### src/rtl/seq_pkg.sv
// seq_pkg: shared state encoding, opcodes, ALU codes and default halt word for the sequencer
package seq_pkg;
    typedef enum logic [2:0] {
        S_IDLE,
        S_FETCH,
        S_DECODE,
        S_EXEC,
        S_WB,
        S_HALT
    } state_t;

    localparam logic [3:0] OP_ADD  = 4'b0000;
    localparam logic [3:0] OP_SUB  = 4'b0001;
    localparam logic [3:0] OP_AND  = 4'b0010;
    localparam logic [3:0] OP_OR   = 4'b0011;
    localparam logic [3:0] OP_NOR  = 4'b0100;
    localparam logic [3:0] OP_NAND = 4'b0101;
    localparam logic [3:0] OP_SLT  = 4'b0110;
    localparam logic [3:0] OP_ADDI = 4'b0111;

    localparam logic [3:0] ALU_AND  = 4'b0000;
    localparam logic [3:0] ALU_OR   = 4'b0001;
    localparam logic [3:0] ALU_ADD  = 4'b0010;
    localparam logic [3:0] ALU_SUB  = 4'b0110;
    localparam logic [3:0] ALU_SLT  = 4'b0111;
    localparam logic [3:0] ALU_NOR  = 4'b1100;
    localparam logic [3:0] ALU_NAND = 4'b1101;

    localparam logic [15:0] HALT_WORD_DEFAULT = 16'hFFFF;
endpackage

### src/rtl/multicycle_sequencer_if.sv
// multicycle_sequencer_if: run/instruction inputs and control strobes of the sequencer
interface multicycle_sequencer_if;
    logic        run;
    logic [15:0] instr;
    logic        ir_write;
    logic        pc_write;
    logic        reg_write;
    logic        reg_dst;
    logic        alu_src;
    logic [3:0]  alu_control;
    logic        busy;
    logic        halted;
    logic [15:0] instr_count;

    modport master (
        output run, instr,
        input  ir_write, pc_write, reg_write, reg_dst, alu_src, alu_control, busy, halted, instr_count
    );

    modport slave (
        input  run, instr,
        output ir_write, pc_write, reg_write, reg_dst, alu_src, alu_control, busy, halted, instr_count
    );
endinterface

### src/rtl/seq_decode.sv
// seq_decode: combinational opcode to register-destination / ALU control decode
module seq_decode
    import seq_pkg::*;
(
    input  logic [3:0] op_i,
    output logic       valid_o,
    output logic       reg_dst_o,
    output logic       alu_src_o,
    output logic [3:0] alu_control_o
);
    // R-type ops write IR[7:6]; addi writes IR[9:8] with the immediate; the upper half is undefined
    always_comb begin
        valid_o       = 1'b1;
        reg_dst_o     = 1'b1;
        alu_src_o     = 1'b0;
        alu_control_o = ALU_ADD;
        case (op_i)
            OP_ADD:  alu_control_o = ALU_ADD;
            OP_SUB:  alu_control_o = ALU_SUB;
            OP_AND:  alu_control_o = ALU_AND;
            OP_OR:   alu_control_o = ALU_OR;
            OP_NOR:  alu_control_o = ALU_NOR;
            OP_NAND: alu_control_o = ALU_NAND;
            OP_SLT:  alu_control_o = ALU_SLT;
            OP_ADDI: begin
                reg_dst_o     = 1'b0;
                alu_src_o     = 1'b1;
                alu_control_o = ALU_ADD;
            end
            default: begin
                valid_o       = 1'b0;
                reg_dst_o     = 1'b0;
                alu_control_o = 4'b0000;
            end
        endcase
    end
endmodule

### src/rtl/multicycle_sequencer.sv
// multicycle_sequencer: FETCH/DECODE/EXEC/WB control FSM with retire counter; SEQ_SINGLE_STEP_EN returns to IDLE after each instruction
module multicycle_sequencer
    import seq_pkg::*;
#(
    parameter logic [15:0] HALT_WORD = HALT_WORD_DEFAULT
) (
    input logic                   clock,
    input logic                   reset,
    multicycle_sequencer_if.slave bus
);
`ifdef SEQ_SINGLE_STEP_EN
    localparam state_t AFTER_INSTR = S_IDLE;
`else
    localparam state_t AFTER_INSTR = S_FETCH;
`endif

    state_t      state_q, state_d;
    logic [15:0] ir_q, count_q;
    logic        ir_write_q, pc_write_q, reg_write_q, reg_dst_q, alu_src_q, busy_q, halted_q;
    logic [3:0]  alu_control_q;
    logic        dec_valid, dec_reg_dst, dec_alu_src;
    logic [3:0]  dec_alu_control;
    logic        ctl_active;

    seq_decode u_decode (
        .op_i          (ir_q[15:12]),
        .valid_o       (dec_valid),
        .reg_dst_o     (dec_reg_dst),
        .alu_src_o     (dec_alu_src),
        .alu_control_o (dec_alu_control)
    );

    // next state; HALT and unused encodings hold until reset
    always_comb begin
        state_d = state_q;
        case (state_q)
            S_IDLE:   state_d = bus.run ? S_FETCH : S_IDLE;
            S_FETCH:  state_d = S_DECODE;
            S_DECODE: state_d = (ir_q == HALT_WORD) ? S_HALT : dec_valid ? S_EXEC : AFTER_INSTR;
            S_EXEC:   state_d = S_WB;
            S_WB:     state_d = AFTER_INSTR;
            default:  state_d = state_q;
        endcase
    end

    assign ctl_active = (state_d == S_EXEC) || (state_d == S_WB);

    // state, latched instruction, saturating retire counter and outputs registered from the next state
    always_ff @(posedge clock) begin
        if (reset) begin
            state_q       <= S_IDLE;
            ir_q          <= '0;
            count_q       <= '0;
            ir_write_q    <= 1'b0;
            pc_write_q    <= 1'b0;
            reg_write_q   <= 1'b0;
            reg_dst_q     <= 1'b0;
            alu_src_q     <= 1'b0;
            alu_control_q <= '0;
            busy_q        <= 1'b0;
            halted_q      <= 1'b0;
        end else begin
            state_q       <= state_d;
            if (state_q == S_FETCH) ir_q <= bus.instr;
            if (state_q == S_WB && count_q != 16'hFFFF) count_q <= count_q + 16'd1;
            ir_write_q    <= state_d == S_FETCH;
            pc_write_q    <= state_d == S_FETCH;
            reg_write_q   <= state_d == S_WB;
            reg_dst_q     <= ctl_active && dec_reg_dst;
            alu_src_q     <= ctl_active && dec_alu_src;
            alu_control_q <= ctl_active ? dec_alu_control : 4'b0000;
            busy_q        <= !(state_d inside {S_IDLE, S_HALT});
            halted_q      <= state_d == S_HALT;
        end
    end

    assign bus.ir_write    = ir_write_q;
    assign bus.pc_write    = pc_write_q;
    assign bus.reg_write   = reg_write_q;
    assign bus.reg_dst     = reg_dst_q;
    assign bus.alu_src     = alu_src_q;
    assign bus.alu_control = alu_control_q;
    assign bus.busy        = busy_q;
    assign bus.halted      = halted_q;
    assign bus.instr_count = count_q;
endmodule

### src/flat_wrapper.sv
// flat-port wrapper written by rule: the top's interface ports become plain ports
module multicycle_sequencer_flat import seq_pkg::*;
#(
    parameter logic [15:0] HALT_WORD = HALT_WORD_DEFAULT
)
  (clock, reset, bus_run, bus_instr, bus_ir_write, bus_pc_write, bus_reg_write, bus_reg_dst, bus_alu_src, bus_alu_control, bus_busy, bus_halted, bus_instr_count);
  multicycle_sequencer_if bus_i ();
  input logic clock;
  input logic reset;
  input wire logic [$bits(bus_i.run)-1:0] bus_run;
  input wire logic [$bits(bus_i.instr)-1:0] bus_instr;
  output wire logic [$bits(bus_i.ir_write)-1:0] bus_ir_write;
  output wire logic [$bits(bus_i.pc_write)-1:0] bus_pc_write;
  output wire logic [$bits(bus_i.reg_write)-1:0] bus_reg_write;
  output wire logic [$bits(bus_i.reg_dst)-1:0] bus_reg_dst;
  output wire logic [$bits(bus_i.alu_src)-1:0] bus_alu_src;
  output wire logic [$bits(bus_i.alu_control)-1:0] bus_alu_control;
  output wire logic [$bits(bus_i.busy)-1:0] bus_busy;
  output wire logic [$bits(bus_i.halted)-1:0] bus_halted;
  output wire logic [$bits(bus_i.instr_count)-1:0] bus_instr_count;
  assign bus_i.run = bus_run;
  assign bus_i.instr = bus_instr;
  assign bus_ir_write = bus_i.ir_write;
  assign bus_pc_write = bus_i.pc_write;
  assign bus_reg_write = bus_i.reg_write;
  assign bus_reg_dst = bus_i.reg_dst;
  assign bus_alu_src = bus_i.alu_src;
  assign bus_alu_control = bus_i.alu_control;
  assign bus_busy = bus_i.busy;
  assign bus_halted = bus_i.halted;
  assign bus_instr_count = bus_i.instr_count;
  multicycle_sequencer #(.HALT_WORD(HALT_WORD)) u_core (.clock(clock), .reset(reset), .bus(bus_i));
endmodule
### config.mk
export PLATFORM = sky130hd
export DESIGN_NAME = multicycle_sequencer_flat
export DESIGN_NICKNAME = d
export VERILOG_FILES = /design/src/rtl/seq_pkg.sv /design/src/rtl/multicycle_sequencer_if.sv /design/src/rtl/seq_decode.sv /design/src/rtl/multicycle_sequencer.sv /design/src/flat_wrapper.sv
export SDC_FILE = /design/constraint.sdc
export NUM_CORES = 1
export LEC_CHECK = 0
export BUFFER_PORTS_ARGS = -buffer_cell sky130_fd_sc_hd__buf_4
export CAP_MARGIN = 5
export CORE_UTILIZATION = 45
export CTS_CLUSTER_SIZE = 20
export DETAILED_ROUTE_END_ITERATION = 8
export PLACE_DENSITY = 0.69
export SYNTH_ARGS = -nofsm -noshare
export SYNTH_HDL_FRONTEND = slang
export SYNTH_HIERARCHICAL = 1
export SYNTH_SLANG_ARGS = --single-unit
### constraint.sdc
create_clock -name clock -period 3.75 [get_ports clock]
set_input_delay 0.375 -clock clock [delete_from_list [all_inputs] [get_ports clock]]
set_output_delay 0.375 -clock clock [all_outputs]
set_load 0.05 [all_outputs]
# Word level (Yosys, flattened, before mapping)
# Cells that the tools add are included.
# W data, S select, Z words.
[word_totals] latch_bits=0 mem_bits_rw=0 regBits=45 memories=0 output_inout_bits=27 input_bits=19 romBits=0
[op_classes] n_div=0 order_cmp=0 n_reduce_logical=13 mul=0 mux=8 addsub=1 shift=0 n_eq_ne=17 bitwise_logic=1
[op_table] cell="$pmux W4 S6" count=1
[op_table] cell="$add A16 B1 Y16 const B" count=1
[op_table] cell="$eq A16 B16 Y1 const B" count=1
[op_table] cell="$eq A4 B3 Y1 const B" count=4
[op_table] cell="$ne A16 B16 Y1 const B" count=1
[op_table] cell="$pmux W3 S5" count=1
[op_table] cell="$eq A3 B2 Y1 const B" count=3
[op_table] cell="$eq A3 B3 Y1 const B" count=3
[op_table] cell="$eq A4 B2 Y1 const B" count=2
[op_table] cell="$reduce_or A8 Y1" count=1
[op_table] cell="$reduce_or A7 Y1" count=1
[op_table] cell="$eq A3 B1 Y1 const B" count=2
[op_table] cell="$logic_not A3 Y1" count=2
[op_table] cell="$eq A4 B1 Y1 const B" count=1
[op_table] cell="$logic_not A4 Y1" count=1
[op_table] cell="$mux W1" count=4
[op_table] cell="$reduce_or A2 Y1" count=2
[op_table] cell="$logic_and A1 B1 Y1" count=3
[op_table] cell="$mux W3" count=1
[op_table] cell="$mux W2" count=1
[op_table] cell="$reduce_bool A2 Y1" count=1
[op_table] cell="$logic_not A1 Y1" count=1
[op_table] cell="$logic_or A1 B1 Y1" count=1
[op_table] cell="$not A1 Y1" count=1

# Depth between registers and ports, before layout
[depth] depth_word=10 depth_mapped=7

# Hierarchy
# The synthesis kept the hierarchy.
[modules_own_cells] module="multicycle_sequencer" n_inst=1 cells_per_inst=228 area_per_inst_um2=1910.6
[modules_own_cells] module="seq_decode" n_inst=1 cells_per_inst=14 area_per_inst_um2=81.3

# Worst setup path before layout
# OpenSTA, ideal clock, no wires.
[synth_path] kind="register to register" start="reg u_core.count_q[0], in the netlist u_core/bus.instr_count[0]" end="reg u_core.count_q[7], in the netlist u_core/bus.instr_count[7]" t_arrival_ps=2189 n_path_buf=2 path_slack_ps=1491 setup_ps=70 required_ps=3680 stages_incl_launch_ff=8 path_cell_list="dfxtp_1 > ha_1 > nand3_1 > nor4_1 > clkbuf_1 > clkbuf_1 > o21ai_0 > a21oi_1"
[synth_via] elab_chain_len=2
[synth_rtl] item="from (decl)" line_no="multicycle_sequencer.sv:18" rtl="logic [15:0] ir_q, count_q;"
[synth_rtl] item="from (signal assigned)" line_no="multicycle_sequencer.sv:65" rtl="if (state_q == S_WB && count_q != 16'hFFFF) count_q <= count_q + 16'd1;"
[synth_rtl] item="branches (longest 2 deep; another with $add A16 B1 Y16)"
# Several ways; the timed one is not identified.
# A chain may end at the register's enable or synchronous reset.

# Final worst setup path
[layout_path] start="reg u_core.state_q[2]" end="reg u_core.count_q[13], in the netlist u_core/bus.instr_count[13]"
[layout_via] elab_chain_len=2
[layout_rtl] item="from (decl)" line_no="multicycle_sequencer.sv:17" rtl="state_t state_q, state_d;"
[layout_rtl] item="from (signal assigned)" line_no="multicycle_sequencer.sv:63" rtl="state_q <= state_d;"
[layout_rtl] item="$eq A3 B3 Y1" line_no="multicycle_sequencer.sv:65"
[layout_rtl] item="$logic_and A1 B1 Y1" line_no="multicycle_sequencer.sv:65"
# No other way between the ends.

==> impl_metrics.ini <==
[status]
outcome = finished, final reports clean

[place]
hpwl_um = 2766
place_congestion = 0.7344
place_area_um2 = 2332
io_buffers = 45
dp_slack_ns = 1.508

[floorplanning]
ioPinCount = 46
die_w_um = 68.53
rows = 23
start_util = 0.4840
core_um2 = 4115
dieArea_um2 = 4696
die_y_um = 68.53

[power_and_ir_drop]
clockPowerShare = 0.337
p_leak_nw = 0.8747
peakVddDrop_mv = 0.1807
p_sw_w = 0.0002453
sw_frac_of_total = 0.2568
combPwrFrac = 0.124
internal_power_w = 0.0007098
seqPwrFrac = 0.539
power.density_nw_per_um2 = 392.5
p_total_w = 0.0009551

[critical_path]
crit_path_cell_trace = or3b_4 -> or3b_1 -> or4_1 -> a21oi_1
r2r_start = u_core/state_q[2]$_SDFF_PP0_
cp.arrival_ns = 2.48
slowest_stage = dfxtp_1
required_ns = 3.99
crit_type = flop to flop
end_kind = flop
start_kind = flop
worstPathMaxFanout = 15
startpoint = u_core/state_q[2]$_SDFF_PP0_
max_stage_delay_ns = 0.52

[cells_and_area]
layout-drive-gt1-share = 0.2151
areaGrowthSynthToFinish_pct = 22.17
fin_area_um2 = 2434
fill_cells = 393
layout_common_cells = buf_4, dfxtp_1, nand2_1, a21oi_1, o31ai_1
finish.utilization = 0.5914
layout_commonest_cell = buf_4
diodes = 0
fin_nets = 298

[clocking]
cts_made_buffers = 5
cts_tree = done
htree_levels = 2
cts_hold_buf = 0
ctsRootBufferMaster = clkbuf_8
insertion_delay_ns = 0.30
clock_sinks = 45
postCtsResizedCells = 0
post_cts_buffers = 0
clk_pin_slew_ns = 0.08
clk_path_buf_depth = 2

[grt]
grt_overflow = 0
grt_max_degree = 43
first_global_vias = 1433
grtUsageTotal = 0.1898
grt_pass1_wl_um = 6630
antenna_found_initial = 0

[yosys]
syn_area_um2 = 1992
async_flop_share = 0
ys_ff_latch = 45
ys.flop_type = dfxtp_1
synth_warnings = 6
synth_fp_nets = 262
avgSynthCellArea_um2 = 8.231
yosysUniqueCellTypes = 38
netlist_instances = 242
synth_edf_count = 0
synth-seq-area-share = 0.4523

[timing]
hold_violations = 0
setup_tns_ns = 0
fmax_mhz = 444.9
setup_viol = 0
min_period_ns = 2.248
slew_violations = 0
grt_setup_unrepaired = no
slew_headroom = 0.5201
tightestPinTransition_ns = 0.7151
skew_ns = 0.008043
fin_ws_ns = 1.502
min_period_over_period = 0.5993

[hold_path]
min-delay-start = bus_instr[5]
min_path_type = input port to flop

[routing]
ant_nets = 0
wl_um = 4021
drc = 0
drtPass1Iterations = 4
routedWlPerCell_um = 12.22
vias = 1816
via_per_inst = 5.520
initialDrtViolationCount = 112

[job]
maxCapViolCount = 0
## routing by layer
layer	global-route usage	share of wire	wire, um
met5	0	0	0
met4	0.07031	0.014	58
met3	0.05428	0.050	203
met2	0.2623	0.42	1700
met1	0.2753	0.51	2059
## critical path: cells and delay by family, from the launching register on
family             cells  cell delay, ns
AOI/OAI and AO/OA      1            0.14
and+or+nand+nor        3            1.51
DFF                    1            0.52
## cell usage after synthesis (2+ instances only)
cell type | count | area, um^2
nor2b_1 | 4 | 25.02
nor3_1 | 3 | 15.01
or3b_2 | 2 | 17.52
inv_1 | 5 | 18.77
dfxtp_1 | 45 | 900.9
nand2b_1 | 5 | 31.28
nor2_1 | 9 | 33.78
nor3b_1 | 7 | 52.55
o21ai_0 | 5 | 25.02
o31ai_1 | 10 | 75.07
a31oi_1 | 2 | 12.51
or4_1 | 9 | 67.56
or3_1 | 6 | 37.54
nand4_1 | 7 | 43.79
a311oi_1 | 2 | 17.52
nand2_1 | 39 | 146.4
nor4_1 | 5 | 31.28
nand3_1 | 8 | 40.04
and4_1 | 2 | 17.52
clkbuf_1 | 13 | 48.80
a21oi_1 | 37 | 185.2
## state kept, by name, indices dropped and copies added, names as in the netlist
signal                  flops
u_core/bus.instr_count     16
u_core/ir_q                16
u_core/bus.alu_control      4
u_core/state_q              3
u_core/bus.alu_src          1
u_core/bus.busy             1
u_core/bus.halted           1
u_core/bus.pc_write         1
u_core/bus.reg_dst          1
u_core/bus.reg_write        1
## power by group through the flow
| stage | Sequential, W | Clock, W | Combinational (W) |
|---|---|---|---|
| 2_1_floorplan | 0.000538 | 0 | 0.0000711 |
| 3_3_place_gp | 0.000526 | 0 | 0.000119 |
| 3_5_place_dp | 0.000526 | 0 | 0.000119 |
| 4_1_cts | 0.000515 | 0.000335 | 0.000120 |
| 5_1_grt | 0.000519 | 0.000353 | 0.000131 |
| 6_report | 0.000515 | 0.000322 | 0.000118 |
## worst paths after layout
kind / cells past startpoint / end / slack [ns]
setup reg to reg: 4 / u_core/bus.instr_count[13]$_SDFFE_PP0P_ / 1.50
setup / recovery: 4 / u_core/bus.instr_count[13]$_SDFFE_PP0P_ / 1.50
hold / removal: 3 / u_core/ir_q[5]$_SDFFE_PP0P_ / 0.32
hold reg to reg: 2 / u_core/ir_q[6]$_SDFFE_PP0P_ / 0.46
## layout make-up
| cell class | instances | area (um^2) | area share |
|---|---|---|---|
| clock inverters | 1 | 5.005 | 0.002057 |
| flip-flops and latches | 45 | 900.9 | 0.3702 |
| repair buffers | 47 | 352.8 | 0.1450 |
| multi-input cells | 174 | 997.2 | 0.4098 |
| well taps | 50 | 62.56 | 0.02571 |
| inverters | 5 | 18.77 | 0.007712 |
| clock buffers | 7 | 96.34 | 0.03959 |
## kinds of logic (layout without fill, tap and decap cells)
| family | after synthesis | after routing | share of synthesized area |
|---|---|---|---|
| AOI/OAI and AO/OA | 58 | 58 | 0.1665 |
| DFF | 45 | 45 | 0.4523 |
| adders and majority gates | 1 | 1 | 0.006280 |
| and+or+nand+nor | 111 | 111 | 0.3040 |
| muxes | 3 | 3 | 0.01633 |
| xor gates and xnor gates | 1 | 1 | 0.004398 |
| buffers and inverters | 23 | 60 | 0.05025 |
## metrics by stage
step | hold slack (ns) | instances
after floorplan | 0.4362 | 242
after global placement | 0.4470 | 321
after detailed placement | 0.4509 | 321
after CTS | 0.3079 | 329
after global routing | 0.3003 | 329
final | 0.3202 | 329
(Power assumes the default switching activity.)
